**config.mk**
```make
export PLATFORM = sky130hd
export DESIGN_NAME = du_tx_arbiter
export DESIGN_NICKNAME = d
export VERILOG_FILES = /design/src/rtl/du_tx_arbiter.sv
export SDC_FILE = /design/constraint.sdc
export NUM_CORES = 1
export LEC_CHECK = 0
export CORE_ASPECT_RATIO = 0.7
export CORE_MARGIN = 5
export CORE_UTILIZATION = 45
export CTS_BUF_LIST = sky130_fd_sc_hd__clkbuf_4
export CTS_CLUSTER_DIAMETER = 50
export DETAILED_ROUTE_END_ITERATION = 12
export PLACE_DENSITY = 0.79
export SLEW_MARGIN = 20
export SYNTH_ARGS = -nofsm -noshare
export SYNTH_HDL_FRONTEND = slang
export SYNTH_SLANG_ARGS = --single-unit
```
**constraint.sdc**
```tcl
create_clock -name clk -period 2.3 [get_ports clk]
set_input_delay 0.46 -clock clk [delete_from_list [all_inputs] [get_ports clk]]
set_output_delay 0.46 -clock clk [all_outputs]
set_load 0.05 [all_outputs]
```
**src/rtl/du_tx_arbiter.sv**
```systemverilog
// du_tx_arbiter: round-robin owner of the debug-unit UART Tx FIFO write port.
// A requester holds the port for a whole frame and releases it with a last
// byte, by dropping its request, or when an idle grant times out.
module du_tx_arbiter #(
  parameter int unsigned NB_UART_DATA = 8,
  parameter int unsigned NB_TIMEOUT = 16,
  parameter logic [NB_TIMEOUT-1:0] TIMEOUT_CYCLES = NB_TIMEOUT'(1023),
  localparam int unsigned N_REQ = 3
) (
  input  logic                          clk,
  input  logic                          i_rst_n,
  input  logic [N_REQ-1:0]              i_req,
  input  logic [N_REQ-1:0]              i_wr,
  input  logic [N_REQ-1:0]              i_last,
  input  logic [N_REQ*NB_UART_DATA-1:0] i_wdata,
  input  logic                          i_tx_full,
  output logic [N_REQ-1:0]              o_gnt,
  output logic [N_REQ-1:0]              o_ready,
  output logic                          o_wr,
  output logic [NB_UART_DATA-1:0]       o_wdata,
  output logic                          o_tx_start,
  output logic                          o_timeout,
  output logic                          o_busy
);

  typedef enum logic [1:0] {
    ST_IDLE    = 2'd0,
    ST_GRANT   = 2'd1,
    ST_RELEASE = 2'd2
  } state_t;

  state_t                  state_q, state_d;
  logic [N_REQ-1:0]        gnt_q, gnt_d;
  logic [NB_TIMEOUT-1:0]   cnt_q, cnt_d;
  logic                    wrote_q, wrote_d;
  logic [1:0]              rr_q, rr_d;
  logic                    timeout_q, timeout_d;
  logic                    tx_start_q, tx_start_d;
  logic                    busy_q;

  logic                    req_g, wr_g, last_g;
  logic                    accept, timeout_hit, release_c;
  logic [N_REQ-1:0]        pick_gnt;
  logic [NB_UART_DATA-1:0] byte_g;

  // Granted requester's controls, reduced through the one-hot grant
  always_comb begin
    req_g  = |(gnt_q & i_req);
    wr_g   = |(gnt_q & i_wr);
    last_g = |(gnt_q & i_last);
    byte_g = '0;
    for (int k = 0; k < int'(N_REQ); k++) begin
      if (gnt_q[k]) byte_g = i_wdata[k*NB_UART_DATA +: NB_UART_DATA];
    end
    accept      = (state_q == ST_GRANT) & req_g & wr_g & ~i_tx_full;
    timeout_hit = (state_q == ST_GRANT) & req_g & ~accept & (cnt_q == TIMEOUT_CYCLES);
    release_c   = (accept & last_g) | ~req_g | timeout_hit;
  end

  // First requesting index at or after the round-robin pointer
  always_comb begin
    pick_gnt = '0;
    case (rr_q)
      2'd1:    pick_gnt = i_req[1] ? 3'b010 : (i_req[2] ? 3'b100 : 3'b001);
      2'd2:    pick_gnt = i_req[2] ? 3'b100 : (i_req[0] ? 3'b001 : 3'b010);
      default: pick_gnt = i_req[0] ? 3'b001 : (i_req[1] ? 3'b010 : 3'b100);
    endcase
  end

  // State and frame-bookkeeping registers
  always_ff @(posedge clk or negedge i_rst_n) begin
    if (!i_rst_n) begin
      state_q    <= ST_IDLE;
      gnt_q      <= '0;
      cnt_q      <= '0;
      wrote_q    <= 1'b0;
      rr_q       <= 2'd0;
      timeout_q  <= 1'b0;
      tx_start_q <= 1'b0;
      busy_q     <= 1'b0;
    end else begin
      state_q    <= state_d;
      gnt_q      <= gnt_d;
      cnt_q      <= cnt_d;
      wrote_q    <= wrote_d;
      rr_q       <= rr_d;
      timeout_q  <= timeout_d;
      tx_start_q <= tx_start_d;
      busy_q     <= (state_d != ST_IDLE);
    end
  end

  // Next state plus next grant, counter, pointer and end-of-frame pulses
  always_comb begin
    state_d    = state_q;
    gnt_d      = gnt_q;
    cnt_d      = cnt_q;
    wrote_d    = wrote_q;
    rr_d       = rr_q;
    timeout_d  = 1'b0;
    tx_start_d = 1'b0;
    case (state_q)
      ST_IDLE: begin
        if (|i_req) begin
          state_d = ST_GRANT;
          gnt_d   = pick_gnt;
          cnt_d   = '0;
          wrote_d = 1'b0;
        end
      end
      ST_GRANT: begin
        if (accept) begin
          wrote_d = 1'b1;
          cnt_d   = '0;
        end else begin
          cnt_d = cnt_q + NB_TIMEOUT'(1);
        end
        if (release_c) begin
          state_d    = ST_RELEASE;
          gnt_d      = '0;
          cnt_d      = '0;
          tx_start_d = wrote_q | accept;
          timeout_d  = timeout_hit;
          rr_d       = gnt_q[0] ? 2'd1 : (gnt_q[1] ? 2'd2 : 2'd0);
        end
      end
      ST_RELEASE: state_d = ST_IDLE;
      default:    state_d = ST_IDLE;
    endcase
  end

  // Combinational byte path from the granted requester to the FIFO
  always_comb begin
    o_wr    = accept;
    o_wdata = accept ? byte_g : '0;
    o_ready = gnt_q & i_req & {N_REQ{~i_tx_full}};
  end

  assign o_gnt      = gnt_q;
  assign o_tx_start = tx_start_q;
  assign o_timeout  = timeout_q;
  assign o_busy     = busy_q;

endmodule

```
### Word level (Yosys, flattened, before mapping)

Cells that the tools add are included.

* flip-flop bits (word level): 27
* input port bits: 36
* word-level logic and storage cells: 73
* output and inout port bits: 18

* bitwise logic cells: 16
* $add $sub $neg: 1
* reduce and logical (&&, ||, !) cells: 11
* muxes and demuxes: 30
* equal/unequal tests: 7

Operators with widths (count)
* 2-to-1 mux 16 bit: 3
* 2-to-1 mux 8 bit: 4
* one-hot mux 16 bit (2 select lines): 1
* 2-to-1 mux 3 bit: 7
* adder 16 x 1 -> 16 bit (second input constant): 1
* equality test 16 x 10 -> 1 bit (second input constant): 1
* bitwise AND 3 bit: 4
* one-hot mux 3 bit (2 select lines): 2
* OR reduction 3 bit: 4
* 2-to-1 mux 2 bit: 5
* bitwise AND 1 bit: 6
* 2-to-1 mux 1 bit: 6
* inequality test 2 bit (second input constant): 3
* AND reduction 3 bit: 2
* equality test 2 x 1 -> 1 bit (second input constant): 2
* one-hot mux 2 bit (2 select lines): 1
* AND reduction 2 bit: 2
* nonzero test 2 bit: 2
* inverter 1 bit: 3
* bitwise OR 1 bit: 3
* equality test 2 bit (second input constant): 1
* zero test 2 bit: 1
* one-hot mux 1 bit (2 select lines): 1

### Logic depth before layout (Yosys ltp)

* depth after elaboration: 12
* gate-level depth with buffers: 8
* mapped depth without buffers: 7

### Worst setup path before layout

OpenSTA, ideal clock, no wires.

* kind: register -> output
* start point: reg gnt_q[0] (netlist: o_gnt[0])
* end point: out o_wdata[0]
* buffers on the path: 0
* data arrival time: 2.163 ns
* slack: -0.323 ns
* cell stages (with the launch flop): 5
* required time: 1.840 ns
* cell sequence: dfrtp_1 > a222oi_1 > nor2_1 > nand3_1 > nor2_1

* word-level cells in the longest chain between the ends: 6
* elaborated cells between the ends (all ways): 11

RTL lines
* start, declared: RTL line 33 `logic [N_REQ-1:0] gnt_q, gnt_d;`
* start signal, assigned: RTL line 83 `gnt_q <= gnt_d;`
* bitwise AND 3 bit: RTL line 48 `req_g = |(gnt_q & i_req);`
* OR reduction 3 bit: RTL line 48
* bitwise AND 1 bit (3 in a row): RTL line 55 `accept = (state_q == ST_GRANT) & req_g & wr_g & ~i_tx_full;`
* 2-to-1 mux 8 bit (*): RTL line 135 `o_wdata = accept ? byte_g : '0;`
* end, declared: RTL line 20 `output logic [NB_UART_DATA-1:0] o_wdata,`

Every way passes the cells marked *; elsewhere a longest branch is shown, timed or not.

### Worst setup path after layout

* start point: reg gnt_q[0] (netlist: o_gnt[0])
* end point: out o_wdata[6]

Same word-level chain as after synthesis.

==> impl_metrics.tcl <==
set metrics [dict create \
    worstSetupPathType "flop to output port" \
    clock_latency_ns 0.33 \
    critical_path_cell_count 8 \
    core_area_sq_um 3850 \
    finClkSkew_ns 0.00606 \
    ys_seq_elements 27 \
    synth_cells 214 \
    drc 0 \
    violations "setup timing" \
    drt-total-wl_mm 5.66 \
    final_common_cell "clkdlybuf4s50_1" \
    wire_per_inst_microns 16.3 \
    critPathTopFamily "buffers and inverters" \
    die-width_microns 84.7 \
    tightestPinTransition_ns 0.538 \
    die-height_microns 62.3 \
    io_buffers 53 \
    synthesis.area_sq_um 1760 \
    r2r_end "rr_q[0]$_DFFE_PN0P_" \
    cts_buffers 3 \
    fmax_ghz 0.426 \
    crit_path_end_kind "output port" \
    layout-drive-gt1-share_pct 24.8 \
    die_area_sq_um 5280 \
    worstPathRequired_ns 1.84 \
    syn_nets 253 \
    max-cap-violations 0 \
    hold_violations 0 \
    overflow 0 \
    syn_to_final_growth_pct 62.0 \
    grt_pass1_vias 1814 \
    synth_seq_area_share_pct 38.4 \
    period_minus_slack_ns 2.35 \
    clockBufferDepth 2 \
    grt_max_degree 28 \
    dpl.hpwl_mm 4.30 \
    timing.max_slew.rel_slack_pct 64.1 \
    synth_flop_cell "dfrtp_1" \
    cts_tree "built" \
    async_flop_share_pct 100 \
    diodes 0 \
    fin_nets 334 \
    rsz0062_at_grt "true" \
    num_rows 19 \
    clock_sinks 27 \
    slowest_delay_ns 0.46 \
    dr.pass1.iters 4 \
    final_cell_mix "clkdlybuf4s50_1 (38), buf_4 (28), nand2_1 (26)" \
    path_clk_slew_ns 0.15 \
    cts-root-buf "clkbuf_4" \
    crit_buf_inv 4 \
    vias 1930 \
    ys_warn_count 0 \
    p_leak_nw 1.15 \
    synthDistinctLibCells 42 \
    dr.first_iter.drc_count 172 \
    path_max_fanout 5 \
    synth-edff-count 0 \
    powerDensity_nw_per_um2 812 \
    via_per_inst 5.58 \
    io_pins 54 \
    fin_area_sq_um 2850 \
    place_area_sq_um 2670 \
    final_antenna_net_count 0 \
    path_cells "buf_4 -> buf_4 -> nand2_1 -> nand3_1 -> nand3_4 -> buf_12 -> nor2_4 -> buf_12" \
    routabilityCongestion 0.854 \
    final_core_util_pct 73.9 \
    rrSetupSlack_ns 0.05 \
    setup_ws_ns -0.0461 \
    rr_worst_depth 10 \
    synth_area_per_cell_sq_um 8.21 \
    grt_use_total_pct 20.9 \
    holdWs_ns 0.478 \
    htreeDepth 1 \
    worstPathArrival_ns 1.89 \
    slew_viol_final 0 \
    status "finished with violations" \
    initial_utilization_pct 45.6 \
    antenna_found_initial 0 \
    ir_worst_vdd_mv 0.725 \
    cp_slowest_cell "dfrtp_2" \
    hp-class "input pin to asynchronous set/reset pin" \
    finalNonFillerCells 346 \
    r2r-start "o_gnt[0]$_DFFE_PN0P_" \
    finalSetupViolations 8 \
    grt_pass1_wl_mm 9.09 \
    fin_crit_sh_pct 102 \
    dp_slack_ns -0.0718 \
    dpl.cell_count 330 \
    critPathLaunchType "flop" \
    worstSetupStartpoint "o_gnt[0]$_DFFE_PN0P_" \
    hold_buffers 0 \
]
how the worst max path moves through the flow:
stage | to | slack [ns]
final | o_wdata[6] | -0.05
after global routing | o_wdata[1] | -0.14
after CTS | o_wdata[6] | -0.04
after detailed placement | o_wdata[6] | -0.07
after global placement | o_wdata[1] | -0.02
after floorplan | o_wdata[0] | 0.02
registers in the layout, summed over array words and instances, names as in the netlist:
register / cells
cnt_q: 16
o_busy: 1
o_gnt: 3
o_timeout: 1
o_tx_start: 1
rr_q: 2
state_q: 2
wrote_q: 1
report_power, final:
part | total, W | switching, W | internal, W
logic | 0.00147 | 0.000802 | 0.000665
registers | 0.000631 | 0.0000833 | 0.000548
clock network | 0.000213 | 0.000148 | 0.0000654
total | 0.00231 | 0.00103 | 0.00128
per-stage QoR:
step	total power, W	TNS (ns)
finish	0.00231	-0.348
global route	0.00246	-1.23
CTS	0.00222	-0.265
detailed placement	0.00190	-0.630
global placement	0.00186	-0.144
floorplan	0.00144	0
logic make-up after synthesis:
family / share of synthesized area, %
AO/OA/AOI/OAI: 21.4
XOR/XNOR: 3.49
adder cells (fa/ha/maj): 2.14
buffers and inverters: 5.69
flip-flops: 38.4
multiplexers: 1.71
AND/OR/NAND/NOR: 27.2
layout make-up:
cell class | count | area [sq um]
multi-input cells | 163 | 1100
fillers | 279 | 1000
repair buffers | 85 | 915
flip-flops and latches | 27 | 679
well taps | 52 | 65.1
inverters | 15 | 60.1
clock buffers | 3 | 22.5
clock inverters | 1 | 5.00
synth_stat cells, drive strengths merged, types with 4 or more instances:
cell type | count | area (sq um)
nor4 | 4 | 25.0
inv | 15 | 56.3
nor2 | 23 | 86.3
clkbuf | 6 | 22.5
nor3 | 7 | 35.0
o21ai | 20 | 100
a221o | 8 | 80.1
a21oi | 8 | 40.0
or3 | 4 | 30.0
nand3 | 9 | 45.0
nand2 | 26 | 97.6
xnor2 | 5 | 43.8
dfrtp | 27 | 676
nor2b | 4 | 25.0
per-layer routing:
| layer | global-route usage, % | wire length, microns | up-vias |
|---|---|---|---|
| li1 | - | - | 931 |
| met1 | 31.0 | 2650 | 933 |
| met2 | 32.4 | 2620 | 57 |
| met3 | 3.83 | 332 | 9 |
| met4 | 2.96 | 57 | 0 |
| met5 | 0 | 0 | - |
worst reg2reg max path, stage by stage (launching register included):
cell and delay, ns:
dfrtp_2 0.46, a222oi_1 0.44, nor2_1 0.16, buf_4 0.17, buf_4 0.12, buf_4 0.12
buf_4 0.14, a31oi_2 0.15, o21ai_2 0.10, buf_6 0.14, mux2i_2 0.18
what timing repair did:
item                       4_1_cts  5_1_grt
pin swaps                       11        7
buffers inserted                11        2
resized for setup                5       13
setup endpoints to repair        9       24
hold endpoints to repair         0        0
Note: power is estimated with default switching activity, not from simulation.
